<file path="config.mk">
export PLATFORM = sky130hd
export DESIGN_NAME = inst_prefetch_queue
export DESIGN_NICKNAME = d
export VERILOG_FILES = /design/src/rtl/inst_prefetch_queue.sv
export SDC_FILE = /design/constraint.sdc
export NUM_CORES = 1
export LEC_CHECK = 0
export BUFFER_PORTS_ARGS = -buffer_cell sky130_fd_sc_hd__clkbuf_2
export CORE_MARGIN = 1
export CORE_UTILIZATION = 53
export DETAILED_ROUTE_END_ITERATION = 12
export PLACE_DENSITY = 0.74
export SYNTH_ARGS = -nofsm -noshare
export SYNTH_HDL_FRONTEND = slang
export SYNTH_SLANG_ARGS = --single-unit
</file>
<file path="constraint.sdc">
create_clock -name clock -period 4.2 [get_ports clock]
set_clock_uncertainty 0.2 [all_clocks]
set_input_delay 0.21 -clock clock [delete_from_list [all_inputs] [get_ports clock]]
set_output_delay 0.21 -clock clock [all_outputs]
set_load 0.02 [all_outputs]
</file>
<file path="src/rtl/inst_prefetch_queue.sv">
// ---------------------------------------------------------------------------
// inst_prefetch_queue
//
// Decoupled instruction fetch front-end sitting just upstream of the IF/ID
// register. It issues sequential word fetches to a variable-latency
// instruction memory and buffers each returned word with its PC and PC+4 in a
// small FIFO. The decode stage pops entries with a valid/ready handshake, and
// taken branches, jumps and jr flush everything through redirect.
//
// Ports:
//   clock        system clock, all state updates on posedge
//   reset        synchronous active-high reset
//   redirect     flush the queue and restart fetching at redirect_pc
//   redirect_pc  new fetch address (bits [1:0] are forced to zero)
//   mem_req      fetch request to instruction memory
//   mem_addr     word address of the outstanding request
//   mem_ready    memory returns mem_rdata for the current request this cycle
//   mem_rdata    instruction word, meaningful only when mem_req && mem_ready
//   out_valid    head entry valid
//   out_ready    consumer takes the head entry (low while decode stalls)
//   out_inst     head instruction
//   out_pc       head PC
//   out_pcadd4   head PC+4
//   level        number of occupied entries
// ---------------------------------------------------------------------------
module inst_prefetch_queue #(
    parameter int          DEPTH    = 4,
    parameter logic [31:0] RESET_PC = 32'h0000_3000
) (
    input  logic                       clock,
    input  logic                       reset,
    input  logic                       redirect,
    input  logic [31:0]                redirect_pc,
    output logic                       mem_req,
    output logic [31:0]                mem_addr,
    input  logic                       mem_ready,
    input  logic [31:0]                mem_rdata,
    output logic                       out_valid,
    input  logic                       out_ready,
    output logic [31:0]                out_inst,
    output logic [31:0]                out_pc,
    output logic [31:0]                out_pcadd4,
    output logic [$clog2(DEPTH+1)-1:0] level
);

    localparam int PTR_W   = $clog2(DEPTH);
    localparam int LEVEL_W = $clog2(DEPTH + 1);
    localparam logic [LEVEL_W-1:0] FULL_LEVEL = LEVEL_W'(DEPTH);

    typedef enum logic [0:0] {
        FETCH   = 1'b0,
        DISCARD = 1'b1
    } state_t;

    state_t             state;
    logic [31:0]        fetch_pc;
    logic [31:0]        discard_addr;
    logic [PTR_W-1:0]   wr_ptr;
    logic [PTR_W-1:0]   rd_ptr;

    logic [31:0]        inst_q   [DEPTH];
    logic [31:0]        pc_q     [DEPTH];
    logic [31:0]        pcadd4_q [DEPTH];

    logic               pop;
    logic               slot_free;
    logic               push;

    // A slot counts as free when the queue is not full or the head leaves
    // this very cycle, which keeps full-queue streaming at one per cycle.
    // Once raised in FETCH the request cannot drop again before acceptance,
    // because without a push the level can only shrink.
    // In DISCARD the stale request must stay up until memory answers it.
    always_comb begin
        pop       = out_valid && out_ready;
        slot_free = (level != FULL_LEVEL) || pop;
        mem_req   = !reset && ((state == DISCARD) || slot_free);
        mem_addr  = (state == DISCARD) ? discard_addr : fetch_pc;
        push      = mem_req && mem_ready && (state == FETCH) && !redirect;
    end

    // Head registers feed the outputs directly; zero while empty.
    always_comb begin
        out_valid  = (level != '0);
        out_inst   = out_valid ? inst_q[rd_ptr]   : 32'h0;
        out_pc     = out_valid ? pc_q[rd_ptr]     : 32'h0;
        out_pcadd4 = out_valid ? pcadd4_q[rd_ptr] : 32'h0;
    end

    // Control state: reset beats redirect, redirect beats normal flow.
    // A redirect that catches an unanswered request parks in DISCARD with the
    // stale address remembered, so mem_addr stays stable while fetch_pc
    // already points at the new target.
    always_ff @(posedge clock) begin
        if (reset) begin
            state        <= FETCH;
            fetch_pc     <= RESET_PC;
            discard_addr <= 32'h0;
            wr_ptr       <= '0;
            rd_ptr       <= '0;
            level        <= '0;
        end else if (redirect) begin
            wr_ptr   <= '0;
            rd_ptr   <= '0;
            level    <= '0;
            fetch_pc <= redirect_pc & 32'hFFFF_FFFC;
            if (state == FETCH) begin
                if (mem_req && !mem_ready) begin
                    state        <= DISCARD;
                    discard_addr <= fetch_pc;
                end else begin
                    state <= FETCH;
                end
            end else begin
                state <= mem_ready ? FETCH : DISCARD;
            end
        end else begin
            if (state == DISCARD && mem_ready) begin
                state <= FETCH;
            end
            if (push) begin
                wr_ptr   <= wr_ptr + PTR_W'(1);
                fetch_pc <= fetch_pc + 32'd4;
            end
            if (pop) begin
                rd_ptr <= rd_ptr + PTR_W'(1);
            end
            case ({push, pop})
                2'b10:   level <= level + LEVEL_W'(1);
                2'b01:   level <= level - LEVEL_W'(1);
                default: level <= level;
            endcase
        end
    end

    // Entry storage needs no reset: out_valid masks anything not yet written.
    always_ff @(posedge clock) begin
        if (push) begin
            inst_q[wr_ptr]   <= mem_rdata;
            pc_q[wr_ptr]     <= fetch_pc;
            pcadd4_q[wr_ptr] <= fetch_pc + 32'd4;
        end
    end

endmodule

</file>
=== Word level (Yosys, flattened, before mapping) ===
Memories as Yosys holds them, arrays and structs flattened. A register that Yosys moved wholly into a read port is not among the register bits.
Index checks and enable logic that the tools add are counted.

* Bits in writable memories: 384
* Flip-flop bits (word level): 72
* Memory bits (read-only): 0
* Bits of input ports: 69
* Memories: 3
* Latch bits: 0

{| class="wikitable"
|+ Memories
! name !! depth !! bits a word !! read ports !! clocked after memory_dff !! write ports !! line !! text
|-
| inst_q || 4 || 32 || 1 || 1 || 1 || 61 || <nowiki>logic [31:0] inst_q [DEPTH];</nowiki>
|-
| pc_q || 4 || 32 || 1 || 1 || 1 || 62 || <nowiki>logic [31:0] pc_q [DEPTH];</nowiki>
|-
| pcadd4_q || 4 || 32 || 1 || 1 || 1 || 63 || <nowiki>logic [31:0] pcadd4_q [DEPTH];</nowiki>
|}

* Div/mod/pow operators: 0
* Bitwise logic cells: 1
* Reductions and logical operators: 18
* Equality and inequality tests: 3
* Shifts and indexed selects: 0
* Order comparisons: 0
* Add/subtract/negate cells: 5
* Muxes and demuxes: 20
* Multipliers: 0

{| class="wikitable"
|+ Operators by type and width
! kind !! number
|-
| 2-to-1 mux 32 bit || 6
|-
| adder 32 x 3 -> 32 bit, second input constant || 1
|-
| 2-to-1 mux 2 bit || 6
|-
| logical AND 1 bit || 7
|-
| 2-to-1 mux 1 bit || 7
|-
| one-hot mux 3 bit (2 select lines) || 1
|-
| nonzero test 2 bit || 3
|-
| adder 2 x 1 -> 2 bit, second input constant || 2
|-
| adder 3 x 1 -> 3 bit, second input constant || 1
|-
| zero test 1 bit || 3
|-
| != test 3 bit, second input constant || 1
|-
| AND reduction 3 bit || 1
|-
| nonzero test 3 bit || 1
|-
| subtractor 3 x 1 -> 3 bit, second input constant || 1
|-
| == test 2 x 1 -> 1 bit, second input constant || 1
|-
| == test 2 bit, second input constant || 1
|-
| logical OR 1 bit || 2
|-
| OR reduction 2 bit || 1
|-
| inverter 1 bit || 1
|}

=== Depth between registers and ports, before layout ===
* Depth in word-level cells: 10
* Mapped depth: 11

=== Worst setup path before layout ===
No wires, ideal clock.

* Path type: input-to-reg
* Start point: input redirect
* End point: memory inst_q[1][0], enable pin
* Buffers on the path: 2
* Setup slack: 0.069 ns
* Setup time: 0.461 ns
* Data arrival time: 3.470 ns
* Stages: 5
* Cells stage by stage: clkbuf_1 > or2_2 > clkbuf_1 > nor3_1 > and2_1

* Cells in the longest elaborated chain, start to end: 4

{| class="wikitable"
|+ RTL lines
! element !! line !! text
|-
| from (decl) || 32 || <nowiki>input logic redirect,</nowiki>
|-
| zero test 1 bit || 79 || <nowiki>push = mem_req && mem_ready && (state == FETCH) && !redirect;</nowiki>
|-
| logical AND 1 bit || 79 ||
|-
| 2-to-1 mux 1 bit || 138 || <nowiki>if (push) begin</nowiki>
|-
| 2-to-1 mux 1 bit (not written as such) || 139 || <nowiki>inst_q[wr_ptr] <= mem_rdata;</nowiki>
|-
| to (decl) || 61 ||
|}

Every way passes these cells.

=== Worst setup path in the final report ===
* Start point: register fetch_pc[2]
* End point: memory pcadd4_q[2][26], data pin

* Cells in the longest elaborated chain, start to end: 1

{| class="wikitable"
|+ RTL lines
! element !! line !! text
|-
| from (decl) || 56 || <nowiki>logic [31:0] fetch_pc;</nowiki>
|-
| from (signal assigned) || 106 || <nowiki>fetch_pc <= redirect_pc & 32'hFFFF_FFFC;</nowiki>
|-
| from (signal assigned) || 123 || <nowiki>fetch_pc <= fetch_pc + 32'd4;</nowiki>
|-
| adder 32 x 3 -> 32 bit || 141 || <nowiki>pcadd4_q[wr_ptr] <= fetch_pc + 32'd4;</nowiki>
|-
| to (decl) || 63 ||
|}

Every way passes these cells.

==> impl_metrics.csv <==
group,metric,value,unit
status,status,"finished clean",
route,dr_wl_met3,3.08,mm
worst_setup_path,criticalPathCategory,"reg -> reg",
logic_synthesis,ys_types,56,
worst_setup_path,worstSetupEndpoint,"pcadd4_q[2][26]",
timing,grt_setup_unrepaired,"false",
timing,slew_headroom,27.4,%
global_route,grt_pass1_vias,10800,
global_route,grt_max_degree,95,
cts,cts.sinks,438,
worst_setup_path,path_cells,"ha_1 -> nand4_1 -> or4_1 -> or4_1 -> xnor2_1",
worst_setup_path,cp-startpoint,"fetch_pc[2]",
logic_synthesis,avgSynthCellArea,15.9,sq um
logic_synthesis,synth_common_cells,"368 x edfxtp_1, 100 x and2_1, 92 x mux4_2",
worst_setup_path,rr_startpoint,"fetch_pc[2]",
worst_setup_path,crit_top_cell,"or4_1",
cts,numCtsBuffers,44,
timing,period_share,74.2,%
placed_design,place.gp.congestion,0.828,
timing,finalWorstSetupSlack,1.08,ns
worst_setup_path,critPathArrivalTime,3.25,ns
finish,syn2layout_area_growth,19.6,%
global_route,grt_first_pass_wirelength,62.7,mm
route,drtIter0Drc,1028,
worst_setup_path,rr_worst_depth,5,
timing,min_period,3.12,ns
power_and_ir_drop,p_leak,7.53,nW
timing,fin_tns_setup,0,ns
route,top_layer_used,"met4",
logic_synthesis,synth_top_area_share,60.8,%
worst_setup_path,crit_path_max_fanout,15,
worst_setup_path,end_kind,"register",
logic_synthesis,ys_ff_latch,438,
route,route.met2.wl,19.3,mm
worst_setup_path,startpoint_type,"register",
cts,clk_latency,0.55,ns
power_and_ir_drop,power_density,425,nW/um^2
floorplanning,ioPinCount,202,
cts,cts_setup_buffers,0,
logic_synthesis,yosysWarnings,0,
timing,clock.fmax,321,MHz
worst_setup_path,slowest_stage,"or4_1",
power_and_ir_drop,ir_drop,0.332,mV
flow_run,drv_cap,0,
placed_design,dp.final_hpwl,24.9,mm
global_route,track_usage,23.3,%
logic_synthesis,synthTopCellsByArea,"edfxtp_1 61%, mux4_2 11%, dfxtp_1 7.7%",
route,vias,10900,
floorplanning,start_util,54.1,%
timing,worst_slew_pin_slew,1.08,ns
route,wl,40.5,mm
route,via_per_inst,5.80,
logic_synthesis,yosysTopAreaCell,"edfxtp_1",
route,drtPass1Iterations,5,
floorplanning,rows,67,
worst_setup_path,reg2reg_to,"pcadd4_q[2][26]",
logic_synthesis,synth-edff-count,368,
cts,clkSlewWorstSetupHoldPaths,0.06,ns
finish,drive_gt1_share,30.3,%
route,detail-route-antenna-nets,0,
global_route,globalRouteOverflowTotal,0,
logic_synthesis,async_reset_ff_share,0,%
timing,hold_viol_final,0,
timing,setup_viol,0,
route,met1_length,17.5,mm
placed_design,preCtsSetupSlack,1.14,ns
timing,drv_slew,0,
logic_synthesis,synth.most_common_cell,"edfxtp_1",
worst_setup_path,worst_path_largest_cell_delay,0.79,ns
cts,clk_path_buf_depth,3,
cts,cts-htree-levels,2,
floorplanning,coreArea,33600,sq um
cts,cts_root_buffer,"clkbuf_16",
finish,nets,1464,
global_route,grt_antenna_before_repair,1,
floorplanning,die_w,187,um
finish,diodes,0,
route,wire_per_inst,21.7,um
floorplanning,die_height,187,um
finish,fin_area,21700,sq um
placed_design,placed_area,19600,sq um
placed_design,portBuffers,193,
cts,cts_tree,"built",
route,drt_drc_violations_left,0,
logic_synthesis,syn-instance-count,1141,
worst_setup_path,crit_required,4.33,ns
logic_synthesis,synthesis.area,18200,sq um
logic_synthesis,ys_seq_area_share,68.5,%
min_path,holdCritPathClass,"in -> reg",
logic_synthesis,synthFlopType,"edfxtp_1",
worst_setup_path,reg2reg_slack,1.08,ns
timing,fin_hold_ws,0.0989,ns
floorplanning,die_area,35100,sq um
-- cell families (layout without fill, tap and decap cells) --
logic type               after synthesis  count (layout)  share of synthesized area (%)
buffers and inverters                104             381                           2.42
multiplexers                         122             122                           13.2
other                                  1               6                         0.0206
XOR/XNOR                              40              40                           1.93
flip-flops                           438             438                           68.5
AO/OA/AOI/OAI                         94              94                           3.41
AND/OR/NAND/NOR                      335             335                           9.97
adder cells (fa/ha/maj)                7               7                          0.523
-- per-layer routing --
metal  GRT usage, %  up-vias
li1               -     4866
met1           34.2     5478
met2           37.1      454
met3           3.62       53
met4           5.26        0
met5              0        -
-- final cells by class --
cell class | instances | area, sq um
clock inverters | 28 | 282
well taps | 448 | 561
inverters | 15 | 56.3
fillers | 2382 | 11900
clock buffers | 53 | 1170
repair buffers | 285 | 1900
flip-flops and latches | 438 | 12500
multi-input cells | 604 | 5330
-- repair_timing --
item	4_1_cts	5_1_grt
hold buffers	66	0
endpoints found under the hold margin	167	0
resized for setup	0	0
-- worst max-delay path, delay by kind of cell, from the launching register on --
family                     cells  cell delay, ns
xor gates and xnor gates       1            0.28
adders and majority gates      1            0.32
DFF                            1            0.57
and+or+nand+nor                3            1.53
-- cell usage in the layout (no fill, tap or decap), types with 9 or more instances in the layout --
cell type | netlist | final
a211oi_1 | 9 | 9
a21oi_1 | 40 | 40
a311oi_1 | 11 | 11
and2_1 | 100 | 96
buf_4 | 6 | 20
clkbuf_16 | 0 | 45
clkbuf_2 | 1 | 193
clkinv_2 | 0 | 14
dfxtp_1 | 70 | 68
dlygate4sd3_1 | 0 | 66
edfxtp_1 | 368 | 368
inv_1 | 14 | 14
mux2_2 | 29 | 29
mux4_2 | 92 | 92
nand2_1 | 88 | 88
nand3_1 | 16 | 16
nand4_1 | 17 | 17
nor2_1 | 43 | 43
nor3_1 | 12 | 12
o21ai_0 | 11 | 11
or4_1 | 11 | 11
xnor2_1 | 20 | 20
xor2_1 | 20 | 20
-- metrics by stage --
step	power [mW]	util (%)	instances
after floorplan	5.21	-	1146
after global placement	5.38	58.4	1724
after detailed placement	5.40	58.4	1724
after CTS	9.29	64.7	1871
after global routing	9.49	64.7	1871
final	9.24	64.7	1871
-- power by group --
part	switching (mW)	internal, mW
Combinational	0.279	0.201
Clock	1.58	2.30
Sequential	0.0913	4.78
Total	1.96	7.28
-- sequential cells by signal, summed over array words and instances (netlist names), named ones only --
signal and flops:
pcadd4_q 120, fetch_pc 30, wr_ptr 2, discard_addr 30
state 1, inst_q 128, rd_ptr 2, level 3
pc_q 120
-- worst min-delay path by stage --
stage / from / to / slack [ns] / cells after the start
finish: redirect / state / 0.1 / 4
global route: redirect / state / 0.13 / 4
CTS: redirect_pc[31] / fetch_pc[31] / 0.05 / 4
detailed placement: mem_rdata[28] / inst_q[3][28] / 0.23 / 1
floorplan: mem_ready / state / 0.09 / 1
global placement: mem_rdata[28] / inst_q[1][28] / 0.23 / 1
No activity file was read; power rests on OpenSTA's default activity.
